===== src/rtl/repl_pkg.sv =====
// Shared types and width helpers for the way allocator.
// Provides the FSM state enum plus set/way index width functions.
package repl_pkg;

    typedef enum logic [1:0] {
        IDLE,
        REFILL,
        COMMIT
    } alloc_state_t;

    function automatic int way_w(input int ways);
        return (ways > 1) ? $clog2(ways) : 1;
    endfunction

    function automatic int set_w(input int sets);
        return (sets > 1) ? $clog2(sets) : 1;
    endfunction

endpackage


===== src/rtl/repl_way_alloc_if.sv =====
// Lookup, policy, refill and invalidate bundle of the way allocator.
// slave: allocator view; master: tag-compare / fill-engine / policy view.
interface repl_way_alloc_if #(
    parameter int SET_ASSOC = 4,
    parameter int SET_NUM   = 64
);
    import repl_pkg::*;

    localparam int IW = set_w(SET_NUM);
    localparam int WW = way_w(SET_ASSOC);

    logic                 req_valid;
    logic                 req_ready;
    logic [IW-1:0]        req_index;
    logic [SET_ASSOC-1:0] hit_way;
    logic [WW-1:0]        repl_index;
    logic [SET_ASSOC-1:0] access;
    logic                 update;
    logic                 refill_valid;
    logic [IW-1:0]        refill_index;
    logic [WW-1:0]        refill_way;
    logic                 refill_done;
    logic                 inval_valid;
    logic [IW-1:0]        inval_index;
    logic [WW-1:0]        inval_way;

    modport slave (
        input  req_valid, req_index, hit_way, repl_index,
        input  refill_done, inval_valid, inval_index, inval_way,
        output req_ready, access, update,
        output refill_valid, refill_index, refill_way
    );

    modport master (
        output req_valid, req_index, hit_way, repl_index,
        output refill_done, inval_valid, inval_index, inval_way,
        input  req_ready, access, update,
        input  refill_valid, refill_index, refill_way
    );

endinterface


===== src/rtl/repl_first_zero.sv =====
// Lowest-zero-bit priority encoder: idx = lowest clear bit of bits.
// Ports: bits (in), idx (out), found (out, 0 when every bit is set).
module repl_first_zero
    import repl_pkg::*;
#(
    parameter int WAYS = 4
) (
    input  logic [WAYS-1:0]        bits,
    output logic [way_w(WAYS)-1:0] idx,
    output logic                   found
);

    localparam int W = way_w(WAYS);

    // Scan high to low so the lowest clear bit is the last one written.
    always_comb begin
        idx   = '0;
        found = 1'b0;
        for (int i = WAYS - 1; i >= 0; i--) begin
            if (!bits[i]) begin
                idx   = W'(i);
                found = 1'b1;
            end
        end
    end

endmodule


===== src/rtl/repl_way_alloc.sv =====
// Way allocator: hit/miss -> policy access/update strobes, victim
// selection and a victim-stable refill handshake with the fill engine.
// Ports: clk, rst (sync, active-high), bus (repl_way_alloc_if.slave).
// Macro REPL_INVALID_FIRST_EN: keep per-set valid bits and prefer the
// lowest invalid way; otherwise the victim is always repl_index.
module repl_way_alloc #(
    parameter int SET_ASSOC = 4,
    parameter int SET_NUM   = 64
) (
    input logic              clk,
    input logic              rst,
    repl_way_alloc_if.slave  bus
);
    import repl_pkg::*;

    localparam int IW = set_w(SET_NUM);
    localparam int WW = way_w(SET_ASSOC);

    alloc_state_t         state;
    alloc_state_t         state_n;
    logic [SET_ASSOC-1:0] access_n;
    logic                 update_n;
    logic                 refill_valid_n;
    logic [IW-1:0]        refill_index_n;
    logic [WW-1:0]        refill_way_n;
    logic                 ready_n;
    logic [WW-1:0]        victim;
    logic [SET_ASSOC-1:0] hit_low;
    logic                 accept;

    assign accept  = bus.req_valid & bus.req_ready;
    // Isolate the lowest set bit of a possibly multi-hot hit vector.
    assign hit_low = bus.hit_way & (~bus.hit_way + SET_ASSOC'(1));

`ifdef REPL_INVALID_FIRST_EN
    logic [SET_ASSOC-1:0] valid [SET_NUM];
    logic [WW-1:0]        free_way;
    logic                 free_found;

    repl_first_zero #(
        .WAYS (SET_ASSOC)
    ) u_first_zero (
        .bits  (valid[bus.req_index]),
        .idx   (free_way),
        .found (free_found)
    );

    assign victim = free_found ? free_way : bus.repl_index;

    // The refill write comes last so it wins a same-line collision.
    always_ff @(posedge clk) begin
        if (rst) begin
            for (int s = 0; s < SET_NUM; s++) begin
                valid[s] <= '0;
            end
        end else begin
            if (bus.inval_valid) begin
                valid[bus.inval_index][bus.inval_way] <= 1'b0;
            end
            if (state == REFILL && bus.refill_done) begin
                valid[bus.refill_index][bus.refill_way] <= 1'b1;
            end
        end
    end
`else
    logic unused_inval;

    assign unused_inval = ^{bus.inval_valid, bus.inval_index, bus.inval_way};
    assign victim       = bus.repl_index;
`endif

    always_ff @(posedge clk) begin
        if (rst) begin
            state            <= IDLE;
            bus.access       <= '0;
            bus.update       <= 1'b0;
            bus.refill_valid <= 1'b0;
            bus.refill_index <= '0;
            bus.refill_way   <= '0;
            bus.req_ready    <= 1'b1;
        end else begin
            state            <= state_n;
            bus.access       <= access_n;
            bus.update       <= update_n;
            bus.refill_valid <= refill_valid_n;
            bus.refill_index <= refill_index_n;
            bus.refill_way   <= refill_way_n;
            bus.req_ready    <= ready_n;
        end
    end

    // Refill index/way are only loaded on an accepted miss, which keeps
    // the victim frozen for the whole refill.
    always_comb begin
        state_n        = state;
        access_n       = '0;
        update_n       = 1'b0;
        refill_valid_n = bus.refill_valid;
        refill_index_n = bus.refill_index;
        refill_way_n   = bus.refill_way;
        unique case (state)
            IDLE: begin
                if (accept) begin
                    if (|bus.hit_way) begin
                        access_n = hit_low;
                        update_n = 1'b1;
                    end else begin
                        state_n        = REFILL;
                        refill_valid_n = 1'b1;
                        refill_index_n = bus.req_index;
                        refill_way_n   = victim;
                    end
                end
            end
            REFILL: begin
                if (bus.refill_done) begin
                    state_n        = COMMIT;
                    refill_valid_n = 1'b0;
                    access_n       = SET_ASSOC'(1) << bus.refill_way;
                    update_n       = 1'b1;
                end
            end
            COMMIT: begin
                state_n = IDLE;
            end
            default: begin
                state_n = IDLE;
            end
        endcase
        ready_n = (state_n == IDLE);
    end

endmodule

===== src/flat_wrapper.sv =====
// flat-port wrapper written by rule: the top's interface ports become plain ports
module repl_way_alloc_flat import repl_pkg::*;
#(
    parameter int SET_ASSOC = 4,
    parameter int SET_NUM   = 64
)
  (clk, rst, bus_req_valid, bus_req_index, bus_hit_way, bus_repl_index, bus_refill_done, bus_inval_valid, bus_inval_index, bus_inval_way, bus_req_ready, bus_access, bus_update, bus_refill_valid, bus_refill_index, bus_refill_way);
  repl_way_alloc_if #(.SET_ASSOC(SET_ASSOC), .SET_NUM(SET_NUM)) bus_i ();
  input logic clk;
  input logic rst;
  input wire logic [$bits(bus_i.req_valid)-1:0] bus_req_valid;
  input wire logic [$bits(bus_i.req_index)-1:0] bus_req_index;
  input wire logic [$bits(bus_i.hit_way)-1:0] bus_hit_way;
  input wire logic [$bits(bus_i.repl_index)-1:0] bus_repl_index;
  input wire logic [$bits(bus_i.refill_done)-1:0] bus_refill_done;
  input wire logic [$bits(bus_i.inval_valid)-1:0] bus_inval_valid;
  input wire logic [$bits(bus_i.inval_index)-1:0] bus_inval_index;
  input wire logic [$bits(bus_i.inval_way)-1:0] bus_inval_way;
  output wire logic [$bits(bus_i.req_ready)-1:0] bus_req_ready;
  output wire logic [$bits(bus_i.access)-1:0] bus_access;
  output wire logic [$bits(bus_i.update)-1:0] bus_update;
  output wire logic [$bits(bus_i.refill_valid)-1:0] bus_refill_valid;
  output wire logic [$bits(bus_i.refill_index)-1:0] bus_refill_index;
  output wire logic [$bits(bus_i.refill_way)-1:0] bus_refill_way;
  assign bus_i.req_valid = bus_req_valid;
  assign bus_i.req_index = bus_req_index;
  assign bus_i.hit_way = bus_hit_way;
  assign bus_i.repl_index = bus_repl_index;
  assign bus_i.refill_done = bus_refill_done;
  assign bus_i.inval_valid = bus_inval_valid;
  assign bus_i.inval_index = bus_inval_index;
  assign bus_i.inval_way = bus_inval_way;
  assign bus_req_ready = bus_i.req_ready;
  assign bus_access = bus_i.access;
  assign bus_update = bus_i.update;
  assign bus_refill_valid = bus_i.refill_valid;
  assign bus_refill_index = bus_i.refill_index;
  assign bus_refill_way = bus_i.refill_way;
  repl_way_alloc #(.SET_ASSOC(SET_ASSOC), .SET_NUM(SET_NUM)) u_core (.clk(clk), .rst(rst), .bus(bus_i));
endmodule

===== config.mk =====
export PLATFORM = sky130hd
export DESIGN_NAME = repl_way_alloc_flat
export DESIGN_NICKNAME = d
export VERILOG_FILES = /design/src/rtl/repl_pkg.sv /design/src/rtl/repl_way_alloc_if.sv /design/src/rtl/repl_first_zero.sv /design/src/rtl/repl_way_alloc.sv /design/src/flat_wrapper.sv
export SDC_FILE = /design/constraint.sdc
export NUM_CORES = 1
export LEC_CHECK = 0
export ABC_AREA = 1
export CELL_PAD_IN_SITES_DETAIL_PLACEMENT = 0
export CELL_PAD_IN_SITES_GLOBAL_PLACEMENT = 2
export CORE_MARGIN = 2
export CORE_UTILIZATION = 20
export CTS_BUF_LIST = sky130_fd_sc_hd__clkbuf_8
export CTS_CLUSTER_SIZE = 12
export DETAILED_ROUTE_END_ITERATION = 8
export PLACE_DENSITY_LB_ADDON = 0.1
export SLEW_MARGIN = 20
export SYNTH_ARGS = -nofsm -noshare
export SYNTH_HDL_FRONTEND = slang
export SYNTH_HIERARCHICAL = 1
export SYNTH_SLANG_ARGS = --single-unit

===== constraint.sdc =====
create_clock -name clk -period 1.1 [get_ports clk]
set_input_delay 0.22 -clock clk [delete_from_list [all_inputs] [get_ports clk]]
set_output_delay 0.22 -clock clk [all_outputs]
set_load 0.05 [all_outputs]

==> After elaboration in Yosys (flattened, before gate mapping) <==
Index checks and enable logic that the tools add are counted.
{ "totals": {"ff_bits": 17, "inputBits": 25, "output_inout_bits": 15, "word_cells": 39} }
{ "classes": {"n_addsub": 1, "n_eq_ne": 4, "shift": 1, "mux": 16, "bitwise_logic": 4, "n_reduce_logical": 6} }
{ "ops": {"columns": ["operator", "n"], "rows": [
  ["$mux W4", 3],
  ["$pmux W4 S2", 1],
  ["$mux W1", 6],
  ["$mux W2", 3],
  ["$add A4 B1 Y4 const B", 1],
  ["$and A4 B4 Y4", 1],
  ["$logic_not A2 Y1", 2],
  ["$ne A2 B2 Y1 const B", 2],
  ["$not A4 Y4", 1],
  ["$pmux W1 S2", 2],
  ["$pmux W2 S2", 1],
  ["$reduce_and A4 Y1", 1],
  ["$reduce_or A4 Y1", 1],
  ["$shl A1 B2 Y4 const A", 1],
  ["$reduce_and A3 Y1", 1],
  ["$eq A2 B1 Y1 const B", 1],
  ["$ne A2 B1 Y1 const B", 1],
  ["$reduce_bool A2 Y1", 1],
  ["$and A1 B1 Y1", 1],
  ["$not A1 Y1", 1]
]} }

==> Logic depth before layout (Yosys ltp) <==
Gate-level depths: netlist of the first run.
{ "depth": {"ltp_word": 6, "ltp_mapped": 7} }

==> Worst setup path after synthesis of the first run <==
OpenSTA, ideal clock, no wires.
{ "synth_path": {"kind": "register to register", "startpoint": "register u_core.bus.req_ready", "endpoint": "register u_core.bus.req_ready", "setup_time_ns": 0.117, "arrival_time_ns": 1.256, "required_time_ns": 0.983, "setup_slack_ns": -0.274, "stages_incl_launch_ff": 7, "period_less_slack_ns": 1.374, "cell_sequence": "dfxtp_1 nand2_1 nor2_2 buf_6 nand2_1 nand3_1 nand2_1"} }
{ "synth_via": {"elab_chain_cells": 4} }
{ "synth_lines": {"columns": ["item", "line", "rtl"], "rows": [
  ["from (decl)", "repl_way_alloc_if.sv:30", "output req_ready, access, update,"],
  ["from (signal assigned)", "repl_way_alloc.sv:88", "bus.req_ready <= ready_n;"],
  ["$and A1 B1 Y1", "repl_way_alloc.sv:31", "assign accept = bus.req_valid & bus.req_ready;"],
  ["$mux W2", "repl_way_alloc.sv:103", "if (accept) begin"],
  ["$pmux W2 S2", "repl_way_alloc.sv:101", "unique case (state)"],
  ["$logic_not A2 Y1", "repl_way_alloc.sv:130", "ready_n = (state_n == IDLE);"]
]} }
No other way between the ends.
A chain may end at the register's enable or synchronous reset.

==> Worst setup path after layout of the first run <==
{ "layout_path": {"startpoint": "register u_core.bus.req_ready", "endpoint": "output bus_req_ready"} }
{ "layout_lines": {"columns": ["item", "line", "rtl"], "rows": [
  ["to (decl)", "flat_wrapper.sv:19", "output wire logic [$bits(bus_i.req_ready)-1:0] bus_req_ready;"]
]} }
No word-level cell between the ends.

==> flow_summary.json, run 1 <==
{
  "crit_type": "reg -> out",
  "seq_area_frac_synth_pct": 45.1,
  "io_buffers": 30,
  "cts_tree": "built",
  "grt_max_degree": 11,
  "fillCellCount": 390,
  "reg2reg_setup_slack_ns": 0.04,
  "synthAdderAreaFrac_pct": 0,
  "synth-compound-area-share_pct": 3.81,
  "pre_cts_slack_ns": -0.343,
  "clock_latency_ns": 0.25,
  "max_cap_violations": 0,
  "wl_per_cell_um": 10.6,
  "multi_input_area_um2": 400,
  "cts_hold_buf": 0,
  "cp_max_fo": 3,
  "ir_drop_uv": 478,
  "worstSetupEndpointType": "primary output",
  "synth_xor_xnor_area_share_pct": 0,
  "grt_pass1_vias": 778,
  "finalMaxSlewViolations": 0,
  "place_hpwl_um": 1510,
  "place_inst": 195,
  "setup_ws_ns": 0.00977,
  "clock-sinks": 17,
  "place_congestion": 0.668,
  "synth.mux.area_fraction_pct": 0,
  "final.period_utilization_pct": 99.1,
  "switching_share_pct": 26.4,
  "slew-limit-headroom_pct": 85.0,
  "finalHoldViolCount": 0,
  "startpoint_type": "flop",
  "p_seq_share_pct": 45.5,
  "area_growth_pct": 102,
  "synth_area_leaders": "dfxtp_1, nor2_1, nand2_1",
  "drt_wl_total_um": 2160,
  "finalCriticalPeriod_ns": 1.09,
  "die_x_um": 65.4,
  "vias": 799,
  "synth_cell_type_count": 16,
  "synthCells": 109,
  "ctsLongestPathBuffers": 2,
  "remaining_drc_errors": 0,
  "cts-root-buf": "clkbuf_8",
  "final_net_count": 182,
  "setup_violations": 0,
  "finalClockSkew_ns": 0.00111,
  "yosys.area_share.simple_pct": 40.0,
  "start_util_pct": 20.8,
  "internal-power_uw": 1040,
  "synth_top_family_by_area": "simple AND/OR/NAND/NOR gates",
  "die_area_um2": 4280,
  "synth_area_um2": 754,
  "syn_nets": 134,
  "post-synth-top-area-cell": "dfxtp_1",
  "required_ns": 0.88,
  "p_leak_uw": 0.000673,
  "cts_buffers": 3,
  "antenna_found_initial": 0,
  "tightest_slew_ns": 0.225,
  "worstPathArrival_ns": 0.87,
  "p_sw_uw": 372,
  "dr.pass1.iters": 4,
  "ys_warn_count": 6,
  "ant_nets": 0,
  "grt_overflow": 0,
  "core_area_um2": 3630,
  "antenna_cells": 0,
  "status": "complete, no violations",
  "synth_top_area_share_pct": 45.1,
  "die_y_um": 65.4,
  "rsz0062_at_grt": "true",
  "path_clk_slew_ns": 0.06,
  "regArea_um2": 354,
  "vias_per_cell": 3.92,
  "stdcell_count": 204,
  "io_pins": 40,
  "rows": 22,
  "min-delay-path-class": "in -> reg",
  "pwr-share-comb_pct": 22.0,
  "synth_seq_cells": 17,
  "grt_pass1_wl_um": 3570,
  "max_freq_mhz": 917,
  "powerDensity_nw_per_um2": 925,
  "pwr-share-clk_pct": 32.5,
  "drive_above_1_share_pct": 37.2,
  "synth_area_per_cell_um2": 6.92,
  "grt_use_total_pct": 11.1,
  "drtIter0Drc": 21,
  "h-tree-depth": 1
}
[timing repair]
action,in CTS,in global routing
endpoints found under the setup margin,13,14
pin swaps,4,4
resized for setup,16,18
gates cloned,3,0
buffers inserted,1,2
[synthesized netlist by cell type (all sizes together)]
| cell type | number |
|---|---|
| nor2 | 31 |
| nand2 | 21 |
| dfxtp | 17 |
| inv | 17 |
| nand3 | 12 |
| a21oi | 5 |
| nand4 | 3 |
| buf | 2 |
| clkinv | 1 |
[through the flow]
step | power, uW | cell area (um2) | hold slack, ns | utilization, % | TNS (ns)
6_report | 1410 | 1520 | 0.377 | 41.9 | 0
5_1_grt | 1500 | 1520 | 0.386 | 41.9 | -0.110
4_1_cts | 1430 | 1470 | 0.426 | 40.5 | -0.0138
3_5_place_dp | 936 | 1340 | 0.517 | 36.9 | -4.53
3_3_place_gp | 936 | 1340 | 0.511 | 36.9 | -4.45
2_1_floorplan | 771 | 759 | 0.367 | - | 0
[sequential cells by signal (all words and copies together) (netlist names)]
signal and cells:
u_core/bus.refill_index 6, u_core/bus.access 4, u_core/bus.refill_way 2, u_core/state 2
u_core/bus.refill_valid 1, u_core/bus.req_ready 1, u_core/bus.update 1
[worst max-delay path: stages, from the launching register on]
cell and delay (ns):
dfxtp_4 0.37, buf_6 0.12, buf_12 0.13
[layout by cell type (no fill, tap or decap), types with 3 or more instances in the layout]
master	n
dfxtp_4	3
buf_12	15
dlygate4sd2_1	3
nand2_4	3
dfxtp_1	12
buf_4	9
nor2_4	4
inv_1	15
inv_4	3
nand2_1	16
clkdlybuf4s50_1	10
nand3_1	9
nor2_2	4
clkbuf_8	3
buf_6	3
a21oi_1	3
nor2_1	24
nand4_1	3
[per-layer routing]
metal	routed length (um)	global-route usage, %	share of wire, %	vias up
li1	-	-	-	424
met1	983	13.4	46	353
met2	1020	18.0	47	20
met3	128	2.57	5.9	2
met4	23	6.25	1.1	0
met5	0	0	0	-
[kinds of logic (layout without fill, tap and decap cells)]
family,after synthesis,after routing
flops,17,17
simple gates,67,68
buf+inv,20,66
compound gates,5,5
[worst paths after layout]
kind | from | to | cells past startpoint
setup / recovery | u_core/bus.req_ready$_SDFF_PP1_ | bus_req_ready | 2
hold / removal | bus_hit_way[3] | u_core/bus.access[3]$_SDFF_PP0_ | 5
setup reg to reg | u_core/state[0]$_SDFF_PP0_ | u_core/bus.refill_way[1]$_SDFFE_PP0P_ | 8
hold reg to reg | u_core/bus.refill_valid$_SDFFE_PP0P_ | u_core/bus.refill_valid$_SDFFE_PP0P_ | 2
[area by class of cell]
cell class / instances / area share, %
timing repair buffer: 43 / 38.1
multi-input combinational: 73 / 26.3
timing repair inverter: 1 / 0.493
clock inverter: 1 / 0.247
clock buffer: 3 / 2.71
tap: 48 / 3.94
inverter: 18 / 4.93
sequential: 17 / 23.3
[power by group through the flow]
| stage | Sequential [uW] | Combinational, uW | Clock, uW |
|---|---|---|---|
| 2_1_floorplan | 698 | 73.5 | 0 |
| 3_3_place_gp | 658 | 278 | 0 |
| 3_5_place_dp | 658 | 278 | 0 |
| 4_1_cts | 645 | 312 | 476 |
| 5_1_grt | 641 | 334 | 520 |
| 6_report | 640 | 310 | 457 |
No activity file was read; power rests on OpenSTA's default activity.
==> run 2, diff against run 1 <==
--- a/config.mk
+++ b/config.mk
@@ -9,8 +9,7 @@
 export CELL_PAD_IN_SITES_DETAIL_PLACEMENT = 0
 export CELL_PAD_IN_SITES_GLOBAL_PLACEMENT = 2
 export CORE_MARGIN = 2
-export CORE_UTILIZATION = 20
-export CTS_BUF_LIST = sky130_fd_sc_hd__clkbuf_8
+export CORE_UTILIZATION = 19
 export CTS_CLUSTER_SIZE = 12
 export DETAILED_ROUTE_END_ITERATION = 8
 export PLACE_DENSITY_LB_ADDON = 0.1
==> run 2 against run 1 <==
Against the previous run: final cell count down 0.98%; worst setup slack improved by 0.045 ns; sequential share of layout area up 0.60 points; clock power up 1%; hold slack got worse by 0.014 ns; maximum frequency rose by 4.3%; first-iteration DRC count down 19%; die area rose by 4.9%; wire length fell by 1.3%; flip-flop and latch count stayed put; global-route usage fell by 0.15 points; power decreased by 1.2%.
==> flow_summary.json, run 2 (same netlist as run 1, synthesis figures left out) <==
{
  "status": "complete, no violations",
  "worstPathArrival_ns": 1.23,
  "powerDensity_nw_per_um2": 944,
  "switching_share_pct": 25.8,
  "core_area_um2": 3740,
  "die_area_um2": 4490,
  "io_buffers": 30,
  "slew-limit-headroom_pct": 86.8,
  "grt_max_degree": 11,
  "ir_drop_uv": 470,
  "largestRegisters": "u_core/bus.refill_index x6, u_core/bus.access x4",
  "finalHoldViolCount": 0,
  "finalClockSkew_ns": 0.00557,
  "cpLargestDelayFamily": "simple AND/OR/NAND/NOR gates",
  "internal-power_uw": 1030,
  "ctsLongestPathBuffers": 2,
  "mostFrequentLayoutCells": "nor2_1, nand2_1, buf_12",
  "finalInstanceArea_um2": 1470,
  "hold_slack_ns": 0.363,
  "antenna_found_initial": 0,
  "crit_type": "reg -> reg",
  "path_clk_slew_ns": 0.07,
  "die_y_um": 67.0,
  "grt_overflow": 0,
  "startpoint_type": "flop",
  "cp_cell_sequence": "nor2_4 -> nand3_4 -> nor2_4 -> buf_4 -> nor2_1 -> nor2_1",
  "min-delay-path-class": "in -> reg",
  "cts-root-buf": "clkbuf_8",
  "final_common_cell": "nor2_1",
  "p_leak_uw": 0.000664,
  "pwr-share-clk_pct": 33.3,
  "place_congestion": 0.656,
  "max_freq_mhz": 957,
  "die_x_um": 67.0,
  "grt_use_total_pct": 10.9,
  "drive_above_1_share_pct": 35.7,
  "vias": 777,
  "place_hpwl_um": 1550,
  "io_pins": 40,
  "tightest_slew_ns": 0.197,
  "max_cap_violations": 0,
  "setup_violations": 0,
  "cp_slowest_cell": "dfxtp_4",
  "cts_hold_buf": 0,
  "remaining_drc_errors": 0,
  "p_seq_share_pct": 46.1,
  "vias_per_cell": 3.85,
  "cp_max_fo": 3,
  "final_net_count": 180,
  "p_sw_uw": 359,
  "wl_per_cell_um": 10.5,
  "final.period_utilization_pct": 95.0,
  "placed_area_um2": 1310,
  "grt_pass1_wl_um": 3570,
  "rsz0062_at_grt": "true",
  "cts_buffers": 3,
  "worstSetupEndpointType": "flop",
  "antenna_cells": 0,
  "start_util_pct": 20.2,
  "regMostFlops": "u_core/bus.refill_index",
  "cts_tree": "built",
  "h-tree-depth": 1,
  "drtIter0Drc": 17,
  "largest_reg_flops": 6,
  "grt_pass1_vias": 797,
  "finalCriticalPeriod_ns": 1.04,
  "crit_buf_inv": 1,
  "clock_latency_ns": 0.25,
  "clock-sinks": 17,
  "drt_wl_total_um": 2130,
  "finalMaxSlewViolations": 0,
  "critPathMaxStageDelay_ns": 0.36,
  "required_ns": 1.28,
  "dr.pass1.iters": 3,
  "pwr-share-comb_pct": 20.6,
  "ant_nets": 0,
  "area_growth_pct": 95.4,
  "rows": 22
}
==> run 2: worst paths after layout <==
check / startpoint / end / slack, ns / cells past startpoint
worst max-delay path: u_core/state[1]$_SDFF_PP0_ / u_core/bus.refill_way[1]$_SDFFE_PP0P_ / 0.06 / 6
worst min-delay path: bus_hit_way[3] / u_core/bus.access[3]$_SDFF_PP0_ / 0.36 / 5
worst max register to register: u_core/state[1]$_SDFF_PP0_ / u_core/bus.refill_way[1]$_SDFFE_PP0P_ / 0.06 / 6
worst min register to register: u_core/bus.refill_index[1]$_SDFFE_PP0P_ / u_core/bus.refill_index[1]$_SDFFE_PP0P_ / 0.52 / 2
==> run 2: repair_timing <==
action	in CTS	in global routing
resized for setup	7	19
setup endpoints to repair	13	14
cloned	1	0
pin swaps	4	8
buffers inserted	4	0
==> run 2: layer usage <==
layer | up-vias | track usage [%] | part of all wire, %
met4 | 0 | 3.06 | 0.80
li1 | 423 | - | -
met1 | 333 | 13.6 | 45
met5 | - | 0 | 0
met3 | 2 | 3.21 | 5.4
met2 | 19 | 18.1 | 49
==> run 2: stage by stage <==
stage | instances | total power, uW | util, % | setup TNS, ns | setup slack (ns)
2_1_floorplan | 109 | 771 | - | 0 | 0.0113
3_3_place_gp | 193 | 925 | 35.1 | -4.57 | -0.380
3_5_place_dp | 193 | 924 | 35.1 | -4.82 | -0.371
4_1_cts | 202 | 1410 | 37.7 | 0 | 0.00201
5_1_grt | 202 | 1470 | 39.4 | -0.0253 | -0.0155
6_report | 202 | 1390 | 39.4 | 0 | 0.0551
==> run 2: power by group through the flow <==
stage / Clock (uW) / Sequential, uW / Combinational (uW)
finish: 463 / 642 / 286
global route: 511 / 643 / 312
CTS: 493 / 643 / 279
detailed placement: 0 / 657 / 266
global placement: 0 / 657 / 268
floorplan: 0 / 698 / 73.5
==> run 2: layout make-up <==
| cell class | count | area (um2) |
|---|---|---|
| well taps | 48 | 60.1 |
| inverters | 18 | 70.1 |
| fillers | 398 | 2270 |
| clock buffers | 4 | 45.0 |
| multi-input cells | 72 | 378 |
| repair buffers | 43 | 569 |
| flip-flops and latches | 17 | 352 |
==> run 2: tightest hold or removal path: stages <==
cell            delay [ns]
dlymetal6s2s_1        0.14
inv_1                 0.06
nor2_1                0.03
nand4_1               0.06
a21oi_1               0.06
==> run 3, diff against run 2 <==
--- a/config.mk
+++ b/config.mk
@@ -8,7 +8,6 @@
 export ABC_AREA = 1
 export CELL_PAD_IN_SITES_DETAIL_PLACEMENT = 0
 export CELL_PAD_IN_SITES_GLOBAL_PLACEMENT = 2
-export CORE_MARGIN = 2
 export CORE_UTILIZATION = 19
 export CTS_CLUSTER_SIZE = 12
 export DETAILED_ROUTE_END_ITERATION = 8
==> run 3 against run 2 <==
Against the previous run: non-clock buffer count down 1; via count up 5.7%; count of clock-buffer cells in the layout unchanged; critical path depth down 4.
==> flow_summary.json, run 3 (same netlist as run 1, synthesis figures left out) <==
{
  "status": "complete, no violations",
  "largestRegisters": "u_core/bus.refill_index x6, u_core/bus.access x4",
  "cp_cell_sequence": "buf_6 -> buf_12",
  "finalCriticalPeriod_ns": 1.08,
  "worstSetupEndpointType": "primary output",
  "largest_reg_flops": 6,
  "finalClockSkew_ns": 0.00194,
  "place_hpwl_um": 1500,
  "max_freq_mhz": 930,
  "required_ns": 0.88,
  "h-tree-depth": 1,
  "ctsLongestPathBuffers": 2,
  "io_buffers": 30,
  "cp_slowest_cell": "dfxtp_4",
  "die_y_um": 65.0,
  "drive_above_1_share_pct": 39.4,
  "powerDensity_nw_per_um2": 919,
  "placed_area_um2": 1330,
  "worstPathArrival_ns": 0.86,
  "setup_ws_ns": 0.0249,
  "area_growth_pct": 104,
  "ant_nets": 0,
  "vias": 821,
  "switching_share_pct": 26.2,
  "pwr-share-clk_pct": 32.5,
  "cts_buffers": 3,
  "grt_overflow": 0,
  "final.period_utilization_pct": 97.7,
  "die_area_um2": 4230,
  "regMostFlops": "u_core/bus.refill_index",
  "clock-sinks": 17,
  "core_area_um2": 3740,
  "tns_ns": 0,
  "crit_type": "reg -> out",
  "cts_tree": "built",
  "mostFrequentLayoutCells": "nor2_1, buf_12, nand2_1",
  "antenna_found_initial": 0,
  "startpoint_type": "flop",
  "finalMaxSlewViolations": 0,
  "rsz0062_at_grt": "true",
  "io_pins": 40,
  "cts_hold_buf": 0,
  "ir_drop_uv": 316,
  "vias_per_cell": 4.04,
  "rows": 22,
  "grt_pass1_vias": 805,
  "cts-root-buf": "clkbuf_8",
  "path_clk_slew_ns": 0.06,
  "start_util_pct": 20.2,
  "dr.pass1.iters": 4,
  "pre_cts_slack_ns": -0.418,
  "grt_max_degree": 11,
  "finalHoldViolCount": 0,
  "final_net_count": 181,
  "final_common_cell": "nor2_1",
  "antenna_cells": 0,
  "drtIter0Drc": 21,
  "p_sw_uw": 370,
  "setup_violations": 0,
  "hold_slack_ns": 0.357,
  "cp_max_fo": 2,
  "wl_per_cell_um": 11.5,
  "place_congestion": 0.674,
  "die_x_um": 65.0,
  "p_seq_share_pct": 45.5,
  "grt_pass1_wl_um": 3800,
  "critPathMaxStageDelay_ns": 0.35,
  "drt_wl_total_um": 2330,
  "pwr-share-comb_pct": 22.0,
  "min-delay-path-class": "in -> reg",
  "slew-limit-headroom_pct": 88.8,
  "stdcell_count": 203,
  "internal-power_uw": 1040,
  "max_cap_violations": 0,
  "clock_latency_ns": 0.25,
  "remaining_drc_errors": 0,
  "finalInstanceArea_um2": 1540,
  "grt_use_total_pct": 12.4,
  "p_leak_uw": 0.000675,
  "tightest_slew_ns": 0.168,
  "place_inst": 193
}
==> run 3: changes by cell type in the layout (fill, tap and decap cells not counted), moves of 2 or more <==
cell	delta
dlygate4sd2_1	+2
nand2_1	-2
nand2_4	+2
nand3_1	-2
nand3_2	+2
nor2_4	+3
==> run 3: power groups by stage <==
stage	clock [uW]	combinational [uW]	sequential [uW]
2_1_floorplan	0	73.5	698
3_3_place_gp	0	274	657
3_5_place_dp	0	275	658
4_1_cts	477	305	644
5_1_grt	500	336	644
6_report	458	311	642
==> run 3: timing repair <==
action,in CTS,in global routing
pin swaps,5,2
buffers inserted,2,1
endpoints found under the hold margin,0,0
gates cloned,3,0
setup endpoints to repair,13,15
gates resized for setup,21,18
==> run 3: per-stage QoR <==
step / util, % / power [uW]
floorplan: - / 771
global route: 41.0 / 1480
detailed placement: 35.4 / 932
CTS: 39.1 / 1430
global placement: 35.4 / 931
finish: 41.0 / 1410
==> run 3: routing by layer <==
layer	global-route usage, %	wire length (um)	up-vias
met3	2.99	114	4
met2	19.4	1110	20
met5	0	0	-
li1	-	-	430
met4	5.71	34	0
met1	15.9	1060	367
==> run 3: worst paths after layout <==
check                                                             start                                      end  slack (ns)  cells after the start
worst max-delay path                    u_core/bus.req_ready$_SDFF_PP1_                            bus_req_ready        0.02                      2
worst max register to register               u_core/state[0]$_SDFF_PP0_          u_core/bus.access[2]$_SDFF_PP0_        0.04                      6
worst min register to register  u_core/bus.refill_index[3]$_SDFFE_PP0P_  u_core/bus.refill_index[3]$_SDFFE_PP0P_        0.52                      2
worst min-delay path                                    bus_refill_done          u_core/bus.access[3]$_SDFF_PP0_        0.36                      3
==> run 3: cell type report <==
type | count | area, um2
inverters | 18 | 75.1
fillers | 393 | 2210
clock buffers | 4 | 45.0
repair buffers | 42 | 571
multi-input cells | 73 | 427
repair inverters | 1 | 7.51
flip-flops and latches | 17 | 352
well taps | 48 | 60.1
==> run 3: critical path: cells and delay by family (launching register included) <==
kind | cells | cell delay, ns
buf+inv | 2 | 0.26
flops | 1 | 0.35
